`config.mk`:
```
export PLATFORM = sky130hd
export DESIGN_NAME = version_store_ctrl
export DESIGN_NICKNAME = d
export VERILOG_FILES = /design/src/rtl/version_store_ctrl.sv
export SDC_FILE = /design/constraint.sdc
export NUM_CORES = 1
export LEC_CHECK = 0
export ABC_AREA = 1
export BUFFER_PORTS_ARGS = -buffer_cell sky130_fd_sc_hd__clkbuf_2
export CAP_MARGIN = 30
export CELL_PAD_IN_SITES_DETAIL_PLACEMENT = 0
export CELL_PAD_IN_SITES_GLOBAL_PLACEMENT = 1
export CORE_MARGIN = 2
export CORE_UTILIZATION = 39
export CTS_CLUSTER_SIZE = 20
export DETAILED_ROUTE_END_ITERATION = 10
export GPL_ROUTABILITY_DRIVEN = 0
export PLACE_DENSITY_LB_ADDON = 0.1
export SYNTH_ARGS = -nofsm -noshare
export SYNTH_HDL_FRONTEND = slang
export SYNTH_SLANG_ARGS = --single-unit
```
`constraint.sdc`:
```
create_clock -name clk -period 2.6 [get_ports clk]
set_input_delay 0.52 -clock clk [delete_from_list [all_inputs] [get_ports clk]]
set_output_delay 0.52 -clock clk [all_outputs]
set_load 0.05 [all_outputs]
```
`src/rtl/version_store_ctrl.sv`:
```
`default_nettype none
// ============================================================================
// Module   : version_store_ctrl
// Brief    : Four-slot multi-version store controller. Assigns increasing
//            versions to writes, round-robin arbitrates one writer and two
//            readers, and resolves each read with a four-cycle slot scan
//            returning the newest version strictly older than requested.
// Options  : VSTORE_MISS_ZERO_EN - zero rdData/rdHitVersion on a read miss.
// Revision : 1.0 - initial release
// ============================================================================
module version_store_ctrl #(
   parameter int VER_W  = 4,
   parameter int DATA_W = 32
) (
   input  logic              clk,
   input  logic              rst,
   input  logic              storeClr,
   input  logic              wrValid,
   output logic              wrReady,
   input  logic [DATA_W-1:0] wrData,
   output logic [VER_W-1:0]  wrVersion,
   input  logic              rdReq0,
   input  logic              rdReq1,
   input  logic [VER_W-1:0]  rdVersion0,
   input  logic [VER_W-1:0]  rdVersion1,
   output logic              rdGnt0,
   output logic              rdGnt1,
   output logic              rdRespValid0,
   output logic              rdRespValid1,
   output logic              rdHit,
   output logic [VER_W-1:0]  rdHitVersion,
   output logic [DATA_W-1:0] rdData,
   output logic              storeFull
);

   typedef enum logic [1:0] {
      ST_IDLE = 2'd0,
      ST_SCAN = 2'd1,
      ST_RESP = 2'd2
   } state_t;

   localparam logic [VER_W-1:0] C_VER_MAX = {VER_W{1'b1}};

   state_t              state_q, state_d;
   logic [1:0]          prio_q, prio_d;       // 0 = wr, 1 = rd0, 2 = rd1 first
   logic [1:0]          wr_ptr_q, wr_ptr_d;
   logic [VER_W-1:0]    next_ver_q, next_ver_d;
   logic                store_full_q, store_full_d;
   logic [3:0]          slot_valid_q, slot_valid_d;
   logic [VER_W-1:0]    slot_ver_q [4];
   logic [VER_W-1:0]    slot_ver_d [4];
   logic [DATA_W-1:0]   slot_data_q [4];
   logic [DATA_W-1:0]   slot_data_d [4];
   logic [1:0]          idx_q, idx_d;
   logic                req_id_q, req_id_d;   // 0 = rd0, 1 = rd1
   logic [VER_W-1:0]    req_ver_q, req_ver_d;
   logic                best_valid_q, best_valid_d;
   logic [VER_W-1:0]    best_ver_q, best_ver_d;
   logic [DATA_W-1:0]   best_data_q, best_data_d;
   logic                hit_q, hit_d;
   logic [VER_W-1:0]    hit_ver_q, hit_ver_d;
   logic [DATA_W-1:0]   data_q, data_d;

   logic [2:0]          cand;                 // {rd1, rd0, wr}
   logic [2:0]          gnt;
   logic                grant_en;
   logic                qualify;
   logic                nb_valid;
   logic [VER_W-1:0]    nb_ver;
   logic [DATA_W-1:0]   nb_data;

   // Round-robin arbiter: scan candidates cyclically starting at prio_q.
   always_comb begin
      cand     = {rdReq1, rdReq0, wrValid & ~store_full_q};
      grant_en = (state_q == ST_IDLE) && !storeClr && !rst;
      gnt      = 3'b000;
      case (prio_q)
         2'd1: begin
            if      (cand[1]) gnt = 3'b010;
            else if (cand[2]) gnt = 3'b100;
            else if (cand[0]) gnt = 3'b001;
         end
         2'd2: begin
            if      (cand[2]) gnt = 3'b100;
            else if (cand[0]) gnt = 3'b001;
            else if (cand[1]) gnt = 3'b010;
         end
         default: begin
            if      (cand[0]) gnt = 3'b001;
            else if (cand[1]) gnt = 3'b010;
            else if (cand[2]) gnt = 3'b100;
         end
      endcase
      if (!grant_en) begin
         gnt = 3'b000;
      end
   end

   // Scan step: fold slot[idx] into the best-so-far candidate.
   always_comb begin
      qualify  = slot_valid_q[idx_q] && (slot_ver_q[idx_q] < req_ver_q) &&
                 (!best_valid_q || (slot_ver_q[idx_q] > best_ver_q));
      nb_valid = best_valid_q;
      nb_ver   = best_ver_q;
      nb_data  = best_data_q;
      if (qualify) begin
         nb_valid = 1'b1;
         nb_ver   = slot_ver_q[idx_q];
         nb_data  = slot_data_q[idx_q];
      end
   end

   // Next-state logic for the FSM, the store and the read result registers.
   always_comb begin
      state_d      = state_q;
      prio_d       = prio_q;
      wr_ptr_d     = wr_ptr_q;
      next_ver_d   = next_ver_q;
      store_full_d = store_full_q;
      slot_valid_d = slot_valid_q;
      slot_ver_d   = slot_ver_q;
      slot_data_d  = slot_data_q;
      idx_d        = idx_q;
      req_id_d     = req_id_q;
      req_ver_d    = req_ver_q;
      best_valid_d = best_valid_q;
      best_ver_d   = best_ver_q;
      best_data_d  = best_data_q;
      hit_d        = hit_q;
      hit_ver_d    = hit_ver_q;
      data_d       = data_q;

      if (gnt[0]) prio_d = 2'd1;
      if (gnt[1]) prio_d = 2'd2;
      if (gnt[2]) prio_d = 2'd0;

      if (storeClr) begin
         // Clear wipes the store and aborts any read in flight.
         slot_valid_d = 4'b0000;
         wr_ptr_d     = 2'd0;
         next_ver_d   = '0;
         store_full_d = 1'b0;
         state_d      = ST_IDLE;
      end else begin
         case (state_q)
            ST_IDLE: begin
               if (gnt[0]) begin
                  slot_valid_d[wr_ptr_q] = 1'b1;
                  slot_ver_d[wr_ptr_q]   = next_ver_q;
                  slot_data_d[wr_ptr_q]  = wrData;
                  wr_ptr_d               = wr_ptr_q + 2'd1;
                  if (next_ver_q == C_VER_MAX) begin
                     store_full_d = 1'b1;
                  end else begin
                     next_ver_d = next_ver_q + 1'b1;
                  end
               end else if (gnt[1] || gnt[2]) begin
                  req_id_d     = gnt[2];
                  req_ver_d    = gnt[2] ? rdVersion1 : rdVersion0;
                  best_valid_d = 1'b0;
                  best_ver_d   = '0;
                  best_data_d  = '0;
                  idx_d        = 2'd0;
                  state_d      = ST_SCAN;
               end
            end
            ST_SCAN: begin
               best_valid_d = nb_valid;
               best_ver_d   = nb_ver;
               best_data_d  = nb_data;
               idx_d        = idx_q + 2'd1;
               if (idx_q == 2'd3) begin
                  hit_d = nb_valid;
                  if (nb_valid) begin
                     hit_ver_d = nb_ver;
                     data_d    = nb_data;
                  end else begin
`ifdef VSTORE_MISS_ZERO_EN
                     hit_ver_d = '0;
                     data_d    = '0;
`else
                     hit_ver_d = hit_ver_q;
                     data_d    = data_q;
`endif
                  end
                  state_d = ST_RESP;
               end
            end
            ST_RESP: begin
               state_d = ST_IDLE;
            end
            default: begin
               state_d = ST_IDLE;
            end
         endcase
      end
   end

   // State and data registers with synchronous reset.
   always_ff @(posedge clk) begin
      if (rst) begin
         state_q      <= ST_IDLE;
         prio_q       <= 2'd0;
         wr_ptr_q     <= 2'd0;
         next_ver_q   <= '0;
         store_full_q <= 1'b0;
         slot_valid_q <= 4'b0000;
         for (int i = 0; i < 4; i++) begin
            slot_ver_q[i]  <= '0;
            slot_data_q[i] <= '0;
         end
         idx_q        <= 2'd0;
         req_id_q     <= 1'b0;
         req_ver_q    <= '0;
         best_valid_q <= 1'b0;
         best_ver_q   <= '0;
         best_data_q  <= '0;
         hit_q        <= 1'b0;
         hit_ver_q    <= '0;
         data_q       <= '0;
      end else begin
         state_q      <= state_d;
         prio_q       <= prio_d;
         wr_ptr_q     <= wr_ptr_d;
         next_ver_q   <= next_ver_d;
         store_full_q <= store_full_d;
         slot_valid_q <= slot_valid_d;
         slot_ver_q   <= slot_ver_d;
         slot_data_q  <= slot_data_d;
         idx_q        <= idx_d;
         req_id_q     <= req_id_d;
         req_ver_q    <= req_ver_d;
         best_valid_q <= best_valid_d;
         best_ver_q   <= best_ver_d;
         best_data_q  <= best_data_d;
         hit_q        <= hit_d;
         hit_ver_q    <= hit_ver_d;
         data_q       <= data_d;
      end
   end

   // Output mapping; the response pulse is suppressed when a clear aborts it.
   always_comb begin
      wrReady      = gnt[0];
      rdGnt0       = gnt[1];
      rdGnt1       = gnt[2];
      rdRespValid0 = (state_q == ST_RESP) && !req_id_q && !storeClr && !rst;
      rdRespValid1 = (state_q == ST_RESP) &&  req_id_q && !storeClr && !rst;
      rdHit        = hit_q;
      rdHitVersion = hit_ver_q;
      rdData       = data_q;
      storeFull    = store_full_q;
      wrVersion    = next_ver_q;
   end

endmodule
`default_nettype wire

```
==> reports/qor.yml <==
p_sw_mw: 1.83
cts-root-buf: "clkbuf_16"
clk_latency_ns: 0.53
tightest_slew_ns: 1.03
fin_ws_ns: 0.118
area_delta_synth_final_pct: 15.0
overflow: 0
ys_ff_latch: 240
pwr-share-clk_pct: 46.3
drive_above_1_share_pct: 11.8
p_comb_share_pct: 5.9
synth.most_common_cell: "nand2_1"
critPathArrivalTime_ns: 1.96
synth_area_leader_cell: "dfxtp_1"
h-tree-depth: 1
path_class: "register to output pin"
ant_nets: 0
die_area_sq_um: 29900
finalCritPeriodShare_pct: 95.5
yosysWarningCount: 0
skew_ns: 0.00924
critPathCaptureType: "output pin"
r2r_slack_ns: 0.25
drtIter0Drc: 789
critPathMaxFanout: 13
antenna_cells: 0
cp_top_family: "buffers and inverters"
syn_inst: 1619
cp_slowest_cell: "dfxtp_1"
max_freq_mhz: 403
vias: 10575
cpPeakStageDelay_ns: 0.33
crit_chain: "inv_1, ha_1, inv_1, nand3_1, nand2_4, inv_4, buf_12"
drt_pass1_iterations: 5
peakVddDrop_mv: 0.527
port_buffers: 92
die_h_microns: 173
cts_tree: "done"
startpoint_type: "register"
drc: 0
wl_microns: 33400
via_per_inst: 5.14
max_slew_margin_pct: 31.5
hold_viol_final: 0
drv_slew: 0
fill_cells: 3006
synth.area.top_cells: "dfxtp_1 43%, nand2_1 17%, nand3_1 12%, a21oi_1 11%, inv_1 3.6%"
utilization_pct: 45.8
hold_class: "input port to register"
worstPathRequired_ns: 2.08
syn_nets: 1680
clock_path_buffers: 3
avgSynthCellArea_sq_um: 6.87
cts_buffers: 27
grt_pass1_wl_microns: 54200
power.leakage_nw: 4.94
synth_area_sq_um: 11100
crit_top_cell: "inv_1"
synth_top_area_share_pct: 43.2
dpl.hpwl_microns: 20200
min_period_ns: 2.48
grt_pass1_vias: 9777
nets: 1727
grt_usage_pct: 22.0
core-area_sq_um: 27900
clk_pin_slew_ns: 0.06
cts-hold-fix-buffers: 0
async_flop_share_pct: 0
io_pins: 93
ys_types: 29
p_per_area_nw_per_um2: 608
die_x_microns: 173
synth_edf_count: 0
run_status: "finished, final reports clean"
dp_slack_ns: 0.0560
synthTopCellsByCount: "506 x nand2_1, 259 x nand3_1, 241 x a21oi_1"
setup-violations-final: 0
cts_sinks: 240
seqPwrFrac_pct: 47.8
dpl.cell_count: 2009
fin_cells: 2059
ys_seq_area_share_pct: 43.2
grt_max_degree: 188
synth_flop_cell: "dfxtp_1"
core.rowCount: 61
grt_antenna_before_repair: 0
wire_per_inst_microns: 16.2
p_int_mw: 5.95
worst-path-buf-inv: 4
start_util_pct: 39.8
cap_violations: 0
swShare_pct: 23.5
[metal layers]
layer  up-vias  global-route usage (%)  wire (microns)
met2       222                    33.0           14400
met4         0                    4.80             559
met5         -                       0               0
met1      4922                    33.6           16800
met3        37                    2.70            1670
li1       5394                       -               -
[placed cells by master, fill, tap and decap left out, drive strengths merged, types with 2 or more instances in the layout]
| cell type | count |
|---|---|
| nand2 | 514 |
| buf | 50 |
| nand3 | 260 |
| dfxtp | 240 |
| clkbuf | 133 |
| a211oi | 2 |
| nor2 | 55 |
| nand4 | 38 |
| o21ai | 17 |
| inv | 110 |
| a21oi | 242 |
| ha | 15 |
[worst reg2reg max path: cells and delay by family, from the launching register on]
| kind | cells | cell delay, ns |
|---|---|---|
| buf+inv | 4 | 0.51 |
| simple gates | 7 | 0.57 |
| flops | 1 | 0.39 |
| compound gates | 3 | 0.48 |
| fa+ha+maj | 1 | 0.28 |
[through the flow]
stage,area (sq um),TNS (ns),power (mW),hold slack [ns]
finish,12800,0,7.78,0.281
global placement,11900,0,4.26,0.441
global route,12800,-0.00392,8.07,0.273
detailed placement,11900,0,4.26,0.443
floorplan,11100,0,4.08,0.430
CTS,12700,0,7.88,0.262
[cells by family (layout without fill, tap and decap cells)]
family	after synthesis	count (layout)	share of synthesized area (%)
compound gates	264	264	12.0
flops	240	240	43.2
buf+inv	232	294	9.50
simple gates	868	868	33.6
fa+ha+maj	15	15	1.69
[cell type report]
cell class / instances / area (sq um) / share of cell area, %
clock buffer: 43 / 816 / 6.38
multi-input combinational: 1147 / 5270 / 41.2
inverter: 110 / 419 / 3.28
tap: 378 / 473 / 3.70
sequential: 240 / 4810 / 37.6
timing repair buffer: 140 / 997 / 7.80
clock inverter: 1 / 8.76 / 0.0685
[power by group through the flow]
stage | sequential, mW | clock [mW] | combinational, mW
2_1_floorplan | 3.80 | 0 | 0.283
3_3_place_gp | 3.80 | 0 | 0.457
3_5_place_dp | 3.80 | 0 | 0.456
4_1_cts | 3.72 | 3.70 | 0.457
5_1_grt | 3.72 | 3.85 | 0.506
6_report | 3.72 | 3.60 | 0.459
[worst paths after layout]
path | from | end | cells past startpoint
setup / recovery | prio_q[0] | wrReady | 7
hold / removal | wrData[31] | slot_data_q[31] | 3
setup reg to reg | idx_q[0] | best_data_q[18] | 15
hold reg to reg | slot_data_q[42] | slot_data_q[42] | 2
[timing repair]
action / in CTS / in global routing
buffers inserted: 0 / 6
setup endpoints to repair: 0 / 74
gates resized for setup: 0 / 11
[registers in the layout, summed over array words and instances (netlist names)]
register,flops
best_data_q,32
best_valid_q,1
best_ver_q,4
idx_q,2
prio_q,2
rdData,32
rdHit,1
rdHitVersion,4
req_id_q,1
req_ver_q,4
slot_data_q,128
slot_valid_q,4
slot_ver_q,16
state_q,2
storeFull,1
wrVersion,4
wr_ptr_q,2
Power figures use the tool's default switching activity.
